### config.mk
export PLATFORM = sky130hd
export DESIGN_NAME = mem_1r1w_fifo_ctrl_flat
export DESIGN_NICKNAME = d
export VERILOG_FILES = /design/src/rtl/mem_1r1w_fifo_ctrl_pkg.sv /design/src/rtl/mem_1r1w_fifo_ctrl_if.sv /design/src/rtl/mem_1r1w_fifo_ctrl_out_buf.sv /design/src/rtl/mem_1r1w_fifo_ctrl.sv /design/src/flat_wrapper.sv
export SDC_FILE = /design/constraint.sdc
export NUM_CORES = 1
export LEC_CHECK = 0
export ABC_AREA = 0
export CAP_MARGIN = 20
export CORE_UTILIZATION = 46
export CTS_CLUSTER_DIAMETER = 200
export DETAILED_ROUTE_END_ITERATION = 10
export HOLD_SLACK_MARGIN = 0.06
export PLACE_DENSITY = 0.87
export SLEW_MARGIN = 5
export SYNTH_ARGS = -nofsm -noshare
export SYNTH_HDL_FRONTEND = slang
export SYNTH_SLANG_ARGS = --single-unit
### constraint.sdc
create_clock -name clock -period 11.4 [get_ports clock]
set_input_delay 1.71 -clock clock [delete_from_list [all_inputs] [get_ports clock]]
set_output_delay 1.71 -clock clock [all_outputs]
set_load 0.01 [all_outputs]
### src/rtl/mem_1r1w_fifo_ctrl_pkg.sv
// Shared sizing for the 1R1W-macro FIFO controller; DEPTH/WIDTH/MASK_GRAN must match the attached
// mem_1r1w_masked_32x64 macro.
package mem_fifo_pkg;
    localparam int DEPTH     = 32;
    localparam int WIDTH     = 64;
    localparam int MASK_GRAN = 8;
    localparam int MASK_W    = WIDTH / MASK_GRAN;
    localparam int ADDR_W    = $clog2(DEPTH);
    localparam int CNT_W     = $clog2(DEPTH + 3);

    typedef logic [WIDTH-1:0]  data_t;
    typedef logic [ADDR_W-1:0] addr_t;
    typedef logic [CNT_W-1:0]  cnt_t;
    typedef logic [MASK_W-1:0] mask_t;

    localparam mask_t            MASK_ALL = {MASK_W{1'b1}};
    localparam logic [ADDR_W:0]  MEM_FULL = (ADDR_W + 1)'(DEPTH);
endpackage

### src/rtl/mem_1r1w_fifo_ctrl_if.sv
// Pipeline enqueue/dequeue handshakes plus the macro R0/W0 ports; master is the pipeline/macro
// side, slave is the controller.
interface mem_1r1w_fifo_ctrl_if;
    import mem_fifo_pkg::*;

    logic  in_valid;
    logic  in_ready;
    data_t in_data;
    logic  out_valid;
    logic  out_ready;
    data_t out_data;
    cnt_t  count;
    addr_t mem_R0_addr;
    logic  mem_R0_en;
    data_t mem_R0_data;
    addr_t mem_W0_addr;
    logic  mem_W0_en;
    data_t mem_W0_data;
    mask_t mem_W0_mask;

    modport master (
        output in_valid, in_data, out_ready, mem_R0_data,
        input  in_ready, out_valid, out_data, count,
        input  mem_R0_addr, mem_R0_en, mem_W0_addr, mem_W0_en, mem_W0_data, mem_W0_mask
    );

    modport slave (
        input  in_valid, in_data, out_ready, mem_R0_data,
        output in_ready, out_valid, out_data, count,
        output mem_R0_addr, mem_R0_en, mem_W0_addr, mem_W0_en, mem_W0_data, mem_W0_mask
    );
endinterface

### src/rtl/mem_1r1w_fifo_ctrl_out_buf.sv
// 2-entry output FIFO absorbing the macro read latency; head visible combinationally, push lands
// at the clock edge. Caller guarantees no push when full.
module fifo_out_buf
    import mem_fifo_pkg::*;
(
    input  logic       clock,
    input  logic       reset,
    input  logic       flush,
    input  logic       push,
    input  logic       pop,
    input  data_t      data_in,
    output data_t      data_out,
    output logic [1:0] cnt
);
    data_t      ent_q [2];
    data_t      ent_d [2];
    logic       wr_q, wr_d;
    logic       rd_q, rd_d;
    logic [1:0] cnt_q, cnt_d;

    always_comb begin
        ent_d = ent_q;
        wr_d  = wr_q;
        rd_d  = rd_q;
        cnt_d = cnt_q + {1'b0, push} - {1'b0, pop};
        if (push) begin
            ent_d[wr_q] = data_in;
            wr_d        = ~wr_q;
        end
        if (pop) begin
            rd_d = ~rd_q;
        end
        if (flush) begin
            wr_d  = 1'b0;
            rd_d  = 1'b0;
            cnt_d = 2'd0;
        end
    end

    always_ff @(posedge clock) begin
        if (reset) begin
            wr_q  <= 1'b0;
            rd_q  <= 1'b0;
            cnt_q <= 2'd0;
        end else begin
            wr_q  <= wr_d;
            rd_q  <= rd_d;
            cnt_q <= cnt_d;
        end
    end

    // Payload needs no reset: cnt_q gates every use of it.
    always_ff @(posedge clock) begin
        ent_q <= ent_d;
    end

    assign data_out = ent_q[rd_q];
    assign cnt      = cnt_q;
endmodule

### src/rtl/mem_1r1w_fifo_ctrl.sv
// FWFT FIFO over an external 1R1W macro, capacity DEPTH+2; enqueue-to-out_valid latency 3 cycles.
// in_ready drops when the macro holds DEPTH entries; 1 beat/cycle sustained both ways.
module mem_1r1w_fifo_ctrl
    import mem_fifo_pkg::*;
(
    input  logic                 clock,
    input  logic                 reset,
    input  logic                 flush,
    mem_1r1w_fifo_ctrl_if.slave  bus
);
    addr_t           wptr_q, wptr_d;
    addr_t           rptr_q, rptr_d;
    logic [ADDR_W:0] mem_cnt_q, mem_cnt_d;
    logic            inflight_q, inflight_d;
    cnt_t            count_q, count_d;
    logic [1:0]      buf_cnt;
    logic [2:0]      buf_occ;
    data_t           buf_head;
    logic            enq_fire;
    logic            deq_fire;
    logic            rd_issue;

    assign bus.in_ready = !reset && !flush && (mem_cnt_q < MEM_FULL);
    assign enq_fire     = bus.in_valid && bus.in_ready;
    assign bus.out_valid = (buf_cnt != 2'd0);
    assign deq_fire     = bus.out_valid && bus.out_ready;

    // Buffer slots still committed after this cycle's pop; issuing keeps that below 2 so the
    // returning read always has a slot. mem_cnt_q is registered, so a just-written entry is
    // never read in its write cycle.
    assign buf_occ  = {1'b0, buf_cnt} + {2'b00, inflight_q} - {2'b00, deq_fire};
    assign rd_issue = (mem_cnt_q != '0) && (buf_occ < 3'd2) && !flush && !reset;

    always_comb begin
        wptr_d     = wptr_q + ADDR_W'(enq_fire);
        rptr_d     = rptr_q + ADDR_W'(rd_issue);
        mem_cnt_d  = mem_cnt_q + (ADDR_W + 1)'(enq_fire) - (ADDR_W + 1)'(rd_issue);
        inflight_d = rd_issue;
        count_d    = count_q + CNT_W'(enq_fire) - CNT_W'(deq_fire);
        if (flush) begin
            wptr_d     = '0;
            rptr_d     = '0;
            mem_cnt_d  = '0;
            inflight_d = 1'b0;
            count_d    = '0;
        end
    end

    always_ff @(posedge clock) begin
        if (reset) begin
            wptr_q     <= '0;
            rptr_q     <= '0;
            mem_cnt_q  <= '0;
            inflight_q <= 1'b0;
            count_q    <= '0;
        end else begin
            wptr_q     <= wptr_d;
            rptr_q     <= rptr_d;
            mem_cnt_q  <= mem_cnt_d;
            inflight_q <= inflight_d;
            count_q    <= count_d;
        end
    end

    fifo_out_buf u_buf (
        .clock    (clock),
        .reset    (reset),
        .flush    (flush),
        .push     (inflight_q),
        .pop      (deq_fire),
        .data_in  (bus.mem_R0_data),
        .data_out (buf_head),
        .cnt      (buf_cnt)
    );

    assign bus.out_data    = buf_head;
    assign bus.count       = count_q;
    assign bus.mem_W0_en   = enq_fire;
    assign bus.mem_W0_addr = wptr_q;
    assign bus.mem_W0_data = bus.in_data;
    assign bus.mem_W0_mask = enq_fire ? MASK_ALL : '0;
    assign bus.mem_R0_en   = rd_issue;
    assign bus.mem_R0_addr = rptr_q;
endmodule

### src/flat_wrapper.sv
// flat-port wrapper written by rule: the top's interface ports become plain ports
module mem_1r1w_fifo_ctrl_flat import mem_fifo_pkg::*;
  (clock, reset, flush, bus_in_valid, bus_in_data, bus_out_ready, bus_mem_R0_data, bus_in_ready, bus_out_valid, bus_out_data, bus_count, bus_mem_R0_addr, bus_mem_R0_en, bus_mem_W0_addr, bus_mem_W0_en, bus_mem_W0_data, bus_mem_W0_mask);
  mem_1r1w_fifo_ctrl_if bus_i ();
  input  logic clock;
  input  logic reset;
  input  logic flush;
  input wire logic [$bits(bus_i.in_valid)-1:0] bus_in_valid;
  input wire logic [$bits(bus_i.in_data)-1:0] bus_in_data;
  input wire logic [$bits(bus_i.out_ready)-1:0] bus_out_ready;
  input wire logic [$bits(bus_i.mem_R0_data)-1:0] bus_mem_R0_data;
  output wire logic [$bits(bus_i.in_ready)-1:0] bus_in_ready;
  output wire logic [$bits(bus_i.out_valid)-1:0] bus_out_valid;
  output wire logic [$bits(bus_i.out_data)-1:0] bus_out_data;
  output wire logic [$bits(bus_i.count)-1:0] bus_count;
  output wire logic [$bits(bus_i.mem_R0_addr)-1:0] bus_mem_R0_addr;
  output wire logic [$bits(bus_i.mem_R0_en)-1:0] bus_mem_R0_en;
  output wire logic [$bits(bus_i.mem_W0_addr)-1:0] bus_mem_W0_addr;
  output wire logic [$bits(bus_i.mem_W0_en)-1:0] bus_mem_W0_en;
  output wire logic [$bits(bus_i.mem_W0_data)-1:0] bus_mem_W0_data;
  output wire logic [$bits(bus_i.mem_W0_mask)-1:0] bus_mem_W0_mask;
  assign bus_i.in_valid = bus_in_valid;
  assign bus_i.in_data = bus_in_data;
  assign bus_i.out_ready = bus_out_ready;
  assign bus_i.mem_R0_data = bus_mem_R0_data;
  assign bus_in_ready = bus_i.in_ready;
  assign bus_out_valid = bus_i.out_valid;
  assign bus_out_data = bus_i.out_data;
  assign bus_count = bus_i.count;
  assign bus_mem_R0_addr = bus_i.mem_R0_addr;
  assign bus_mem_R0_en = bus_i.mem_R0_en;
  assign bus_mem_W0_addr = bus_i.mem_W0_addr;
  assign bus_mem_W0_en = bus_i.mem_W0_en;
  assign bus_mem_W0_data = bus_i.mem_W0_data;
  assign bus_mem_W0_mask = bus_i.mem_W0_mask;
  mem_1r1w_fifo_ctrl u_core (.clock(clock), .reset(reset), .flush(flush), .bus(bus_i));
endmodule
==> Word-level counts from Yosys, hierarchy flattened <==
Cells that the tools add are included.
{ "word_totals": {"elab_cells": 49, "input_bits": 133, "output_inout_bits": 156, "register_bits": 155} }
{ "op_classes": {"muxes": 7, "n_addsub": 10, "order_cmp": 5, "bitwise": 4, "reduce_logical": 13} }
{ "op_table": {"columns": ["operator", "count"], "rows": [
  ["$mux W64", 4],
  ["$bwmux W128", 1],
  ["$demux W64 S1", 1],
  ["$add A6 B1 Y6", 2],
  ["$sub A6 B1 Y6", 2],
  ["$add A5 B1 Y5", 2],
  ["$logic_and A1 B1 Y1", 8],
  ["$mux W8", 1],
  ["$lt A6 B6 Y1 const B", 1],
  ["$reduce_bool A6 Y1", 1],
  ["$ge A2 B2 Y1 const B", 2],
  ["$not A1 Y2", 2],
  ["$add A2 B1 Y3", 1],
  ["$lt A3 B2 Y1 const B", 1],
  ["$sub A3 B1 Y3", 1],
  ["$add A2 B1 Y2", 1],
  ["$logic_not A1 Y1", 2],
  ["$lt A2 B1 Y1 const B", 1],
  ["$not A1 Y1", 2],
  ["$reduce_bool A2 Y1", 1],
  ["$reduce_or A2 Y1", 1],
  ["$sub A2 B1 Y2", 1]
]} }

==> Logic depth before layout (Yosys ltp) <==
{ "logic_depth": {"ltp_word": 8, "mapped_depth": 17} }

==> Modules after synthesis <==
A second synthesis with hierarchy kept.
{ "hier_totals": {"hier_cells": 430, "hier_area_um2": 6885.4} }
{ "modules_own_cells": {"columns": ["mod", "seq_area_each_um2", "cells_each", "instances", "area_per_inst_um2"], "rows": [
  ["fifo_out_buf", 3923.8, 216, 1, 5033.6],
  ["mem_1r1w_fifo_ctrl", 460.4, 214, 1, 1851.8]
]} }

==> Worst setup path before layout <==
No wires, ideal clock.
{ "synth_path": {"path_type": "input -> output", "startpoint": "input bus_out_ready", "endpoint": "output bus_mem_R0_en", "cell_stages": 8, "required_time_ns": 9.690, "setup_slack_ns": 6.575, "arrival_time_ns": 3.115, "path_buffers": 0, "path_cell_list": "nand2_1 > xnor2_1 > ha_1 > inv_1 > fa_1 > xnor2_1 > nand3_1 > a41oi_1"} }
{ "synth_between": {"elab_chain_len": 6} }
{ "synth_lines": {"columns": ["item", "line_no", "source"], "rows": [
  ["start: declaration", "flat_wrapper.sv:10", "input wire logic [$bits(bus_i.out_ready)-1:0] bus_out_ready;"],
  ["$logic_and A1 B1 Y1", "mem_1r1w_fifo_ctrl.sv:26", "assign deq_fire = bus.out_valid && bus.out_ready;"],
  ["$sub A3 B1 Y3", "mem_1r1w_fifo_ctrl.sv:31", "assign buf_occ = {1'b0, buf_cnt} + {2'b00, inflight_q} - {2'b00, deq_fire};"],
  ["$lt A3 B2 Y1", "mem_1r1w_fifo_ctrl.sv:32", "assign rd_issue = (mem_cnt_q != '0) && (buf_occ < 3'd2) && !flush && !reset;"],
  ["$logic_and A1 B1 Y1 (3 in series)", "mem_1r1w_fifo_ctrl.sv:32", null],
  ["end: declaration", "flat_wrapper.sv:17", "output wire logic [$bits(bus_i.mem_R0_en)-1:0] bus_mem_R0_en;"]
]} }
Every way passes these cells.

==> Worst setup path in the final report <==
Ends and elaborated chain as after synthesis.

==> flow_metrics.tcl <==
set metrics [dict create \
    wirelength_mm 12.51 \
    dp_slack_ps 5443 \
    grt_pass1_wl_mm 19.13 \
    grt_use_met1 0.1828 \
    cts.clk_slew.worst_paths_ps 60 \
    dpl_cell_area_sq_um 7838 \
    rr_worst_depth 17 \
    crit_path_top_delay_cell "clkdlybuf4s50_1" \
    drtIter0Drc 178 \
    synthTopCellsByArea "edfxtp_1, mux2_2, buf_4" \
    swShare 0.2391 \
    io_buffers 160 \
    syn-cell-area_sq_um 6586 \
    cts_made_buffers 17 \
    core-area_sq_um 13930 \
    status "finished, final reports clean" \
    fp.dieH_um 121.7 \
    grt_pass1_vias 3866 \
    htreeDepth 4 \
    yosysUniqueCellTypes 34 \
    cts_tree "done" \
    yosysTopAreaCell "edfxtp_1" \
    critical-path-top-delay-family "buffers and inverters" \
    path_class "in -> out" \
    mostFrequentLayoutCells "clkdlybuf4s50_1, edfxtp_1, mux2_2" \
    synth_cells 422 \
    rr_startpoint "u_core.u_buf.cnt[1]" \
    ys_seq_area_frac 0.6657 \
    synth.top_cell.area_share 0.5836 \
    place.gp.congestion 0.8035 \
    post-route-util 0.6036 \
    timing_hold_violations_final 0 \
    track_usage 0.1722 \
    drive_above_1_share 0.1891 \
    post-route-drc-count 0 \
    maxSlewViolCount 0 \
    io_pins 289 \
    crit_chain "clkdlybuf4s50_1, nand2_1, xnor2_1, ha_1, inv_1, fa_1, xnor2_1, nand3_1, a41oi_1, clkdlybuf4s50_1" \
    rows 43 \
    hp-start "u_core.bus.mem_W0_addr[4]" \
    die_area_sq_um 14800 \
    drv_cap 0 \
    timing.final.crit_share 0.5216 \
    final_nets 676 \
    r2r_end "u_core.mem_cnt_q[4]" \
    reg2reg_setup_slack_ps 7810 \
    yosys_register_bits 155 \
    finalNonFillerCells 714 \
    cts_hold_buf 0 \
    min_path_type "reg -> reg" \
    p_clk_frac 0.358 \
    clk_latency_ps 420 \
    endpoint_kind "primary output" \
    peakVddDrop_mv 0.09236 \
    post_cts_buffers 0 \
    pwr-share-comb 0.182 \
    rsz0062_at_grt "no" \
    min_to "u_core.bus.mem_W0_addr[4]" \
    relSlewSlack 0.4226 \
    cp_data_required_time_ps 9690 \
    crit_buf_inv 3 \
    power.density_nw_per_um2 177.9 \
    place_inst 683 \
    busiest_layer "met2" \
    grt_overflow 0 \
    cts_resized 0 \
    first_pass_iters 4 \
    grt_max_degree 66 \
    clock_path_buffers 2 \
    clock-sinks 155 \
    design_power_total_mw 1.497 \
    slowest_delay_ps 610 \
    power.leakage_nw 2.882 \
    finalSetupViolCount 0 \
    n_antenna_cell 0 \
    finClkSkew_ps 14.35 \
    initial_core_util 0.4727 \
    avgSynthCellArea_sq_um 15.61 \
    ys_warn_count 0 \
    antenna_found_initial 0 \
    via_count 3662 \
    hold-path-cell-count 2 \
    tightest_slew_ps 866.2 \
    met2_usage 0.2972 \
    max_freq_mhz 168.2 \
    ant_nets 0 \
    cp-start-kind "input port" \
    layout.cells.most_common "clkdlybuf4s50_1" \
    avgViaCountPerCell 5.129 \
    met3_usage 0.06882 \
    syn_to_final_growth_pct 27.70 \
    p_seq_frac 0.459 \
    synth_nets 576 \
    cts-root-buf "clkbuf_16" \
    fin_area_sq_um 8411 \
    wire_per_inst_um 17.52 \
    dp_hpwl_mm 8.204 \
    die_w_um 121.7 \
    p_int_mw 1.139 \
    switching_power_mw 0.3578 \
    fin_crit_ps 5946 \
    worst_hold_slack_ps 522.3 \
    path_max_fanout 5 \
    crit_arrival_ps 4240 \
    fin_tns_setup_ps 0 \
    layout_setup_ws_ps 5454 \
]
worst max path at each step:
stage                              from  slack [ps]       endpoint  cells after the start
final                     bus_out_ready        5450  bus_mem_R0_en                     10
after global routing      bus_out_ready        5260  bus_mem_R0_en                     10
after CTS                 bus_out_ready        5440  bus_mem_R0_en                     10
after detailed placement  bus_out_ready        5440  bus_mem_R0_en                     10
after global placement    bus_out_ready        5500  bus_mem_R0_en                     10
after floorplan           bus_out_ready        6580  bus_mem_R0_en                      8
layer usage:
| metal | routed length [um] | vias to the layer above |
|---|---|---|
| met5 | 0 | - |
| met3 | 1055 | 47 |
| met2 | 6226 | 197 |
| met1 | 4876 | 1760 |
| met4 | 349 | 0 |
| li1 | - | 1658 |
final cells by class:
type / count / area (sq um)
multi-input cells: 169 / 1543
well taps: 180 / 225.2
inverters: 16 / 60.06
flip-flops and latches: 155 / 4385
clock inverters: 14 / 147.6
repair buffers: 163 / 1624
clock buffers: 17 / 425.4
fillers: 1004 / 5524
cells in the mapped netlist, drive strengths merged:
master,number
edfxtp,128
buf,81
mux2,64
dfxtp,27
ha,18
nor2,17
inv,16
and2,10
xnor2,8
nand3,7
xor2,7
nand2,4
nor4,4
a21oi,3
fa,3
o211ai,3
or2,3
a211o,2
a21o,2
a41oi,2
nor2b,2
nor3,2
o21a,2
a311oi,1
and3,1
and4,1
clkbuf,1
o21ai,1
o21bai,1
o311ai,1
tightest hold or removal path, cell delays in order, from the launching register on:
cell     delay (ps)
dfxtp_1         350
xor2_1           70
nor2_1           70
registers in the layout (all words and copies together) (netlist names):
register	cells
u_core.u_buf.ent_q	128
u_core.bus.count	6
u_core.mem_cnt_q	6
u_core.bus.mem_R0_addr	5
u_core.bus.mem_W0_addr	5
u_core.u_buf.cnt	2
u_core.inflight_q	1
u_core.u_buf.rd_q	1
u_core.u_buf.wr_q	1
cell families after synthesis:
family / share of synthesized area
simple gates: 0.04008
xor+xnor: 0.01995
buf+inv: 0.1014
mux: 0.1094
flops: 0.6657
fa+ha+maj: 0.04331
compound gates: 0.02014
power by group through the flow:
stage | combinational, mW | clock (mW) | sequential (mW)
after detailed placement | 0.273 | 0 | 0.699
after CTS | 0.276 | 0.549 | 0.687
after global placement | 0.264 | 0 | 0.696
final | 0.273 | 0.536 | 0.687
after global routing | 0.297 | 0.570 | 0.691
after floorplan | 0.164 | 0 | 0.700
No activity file was read; power rests on OpenSTA's default activity.
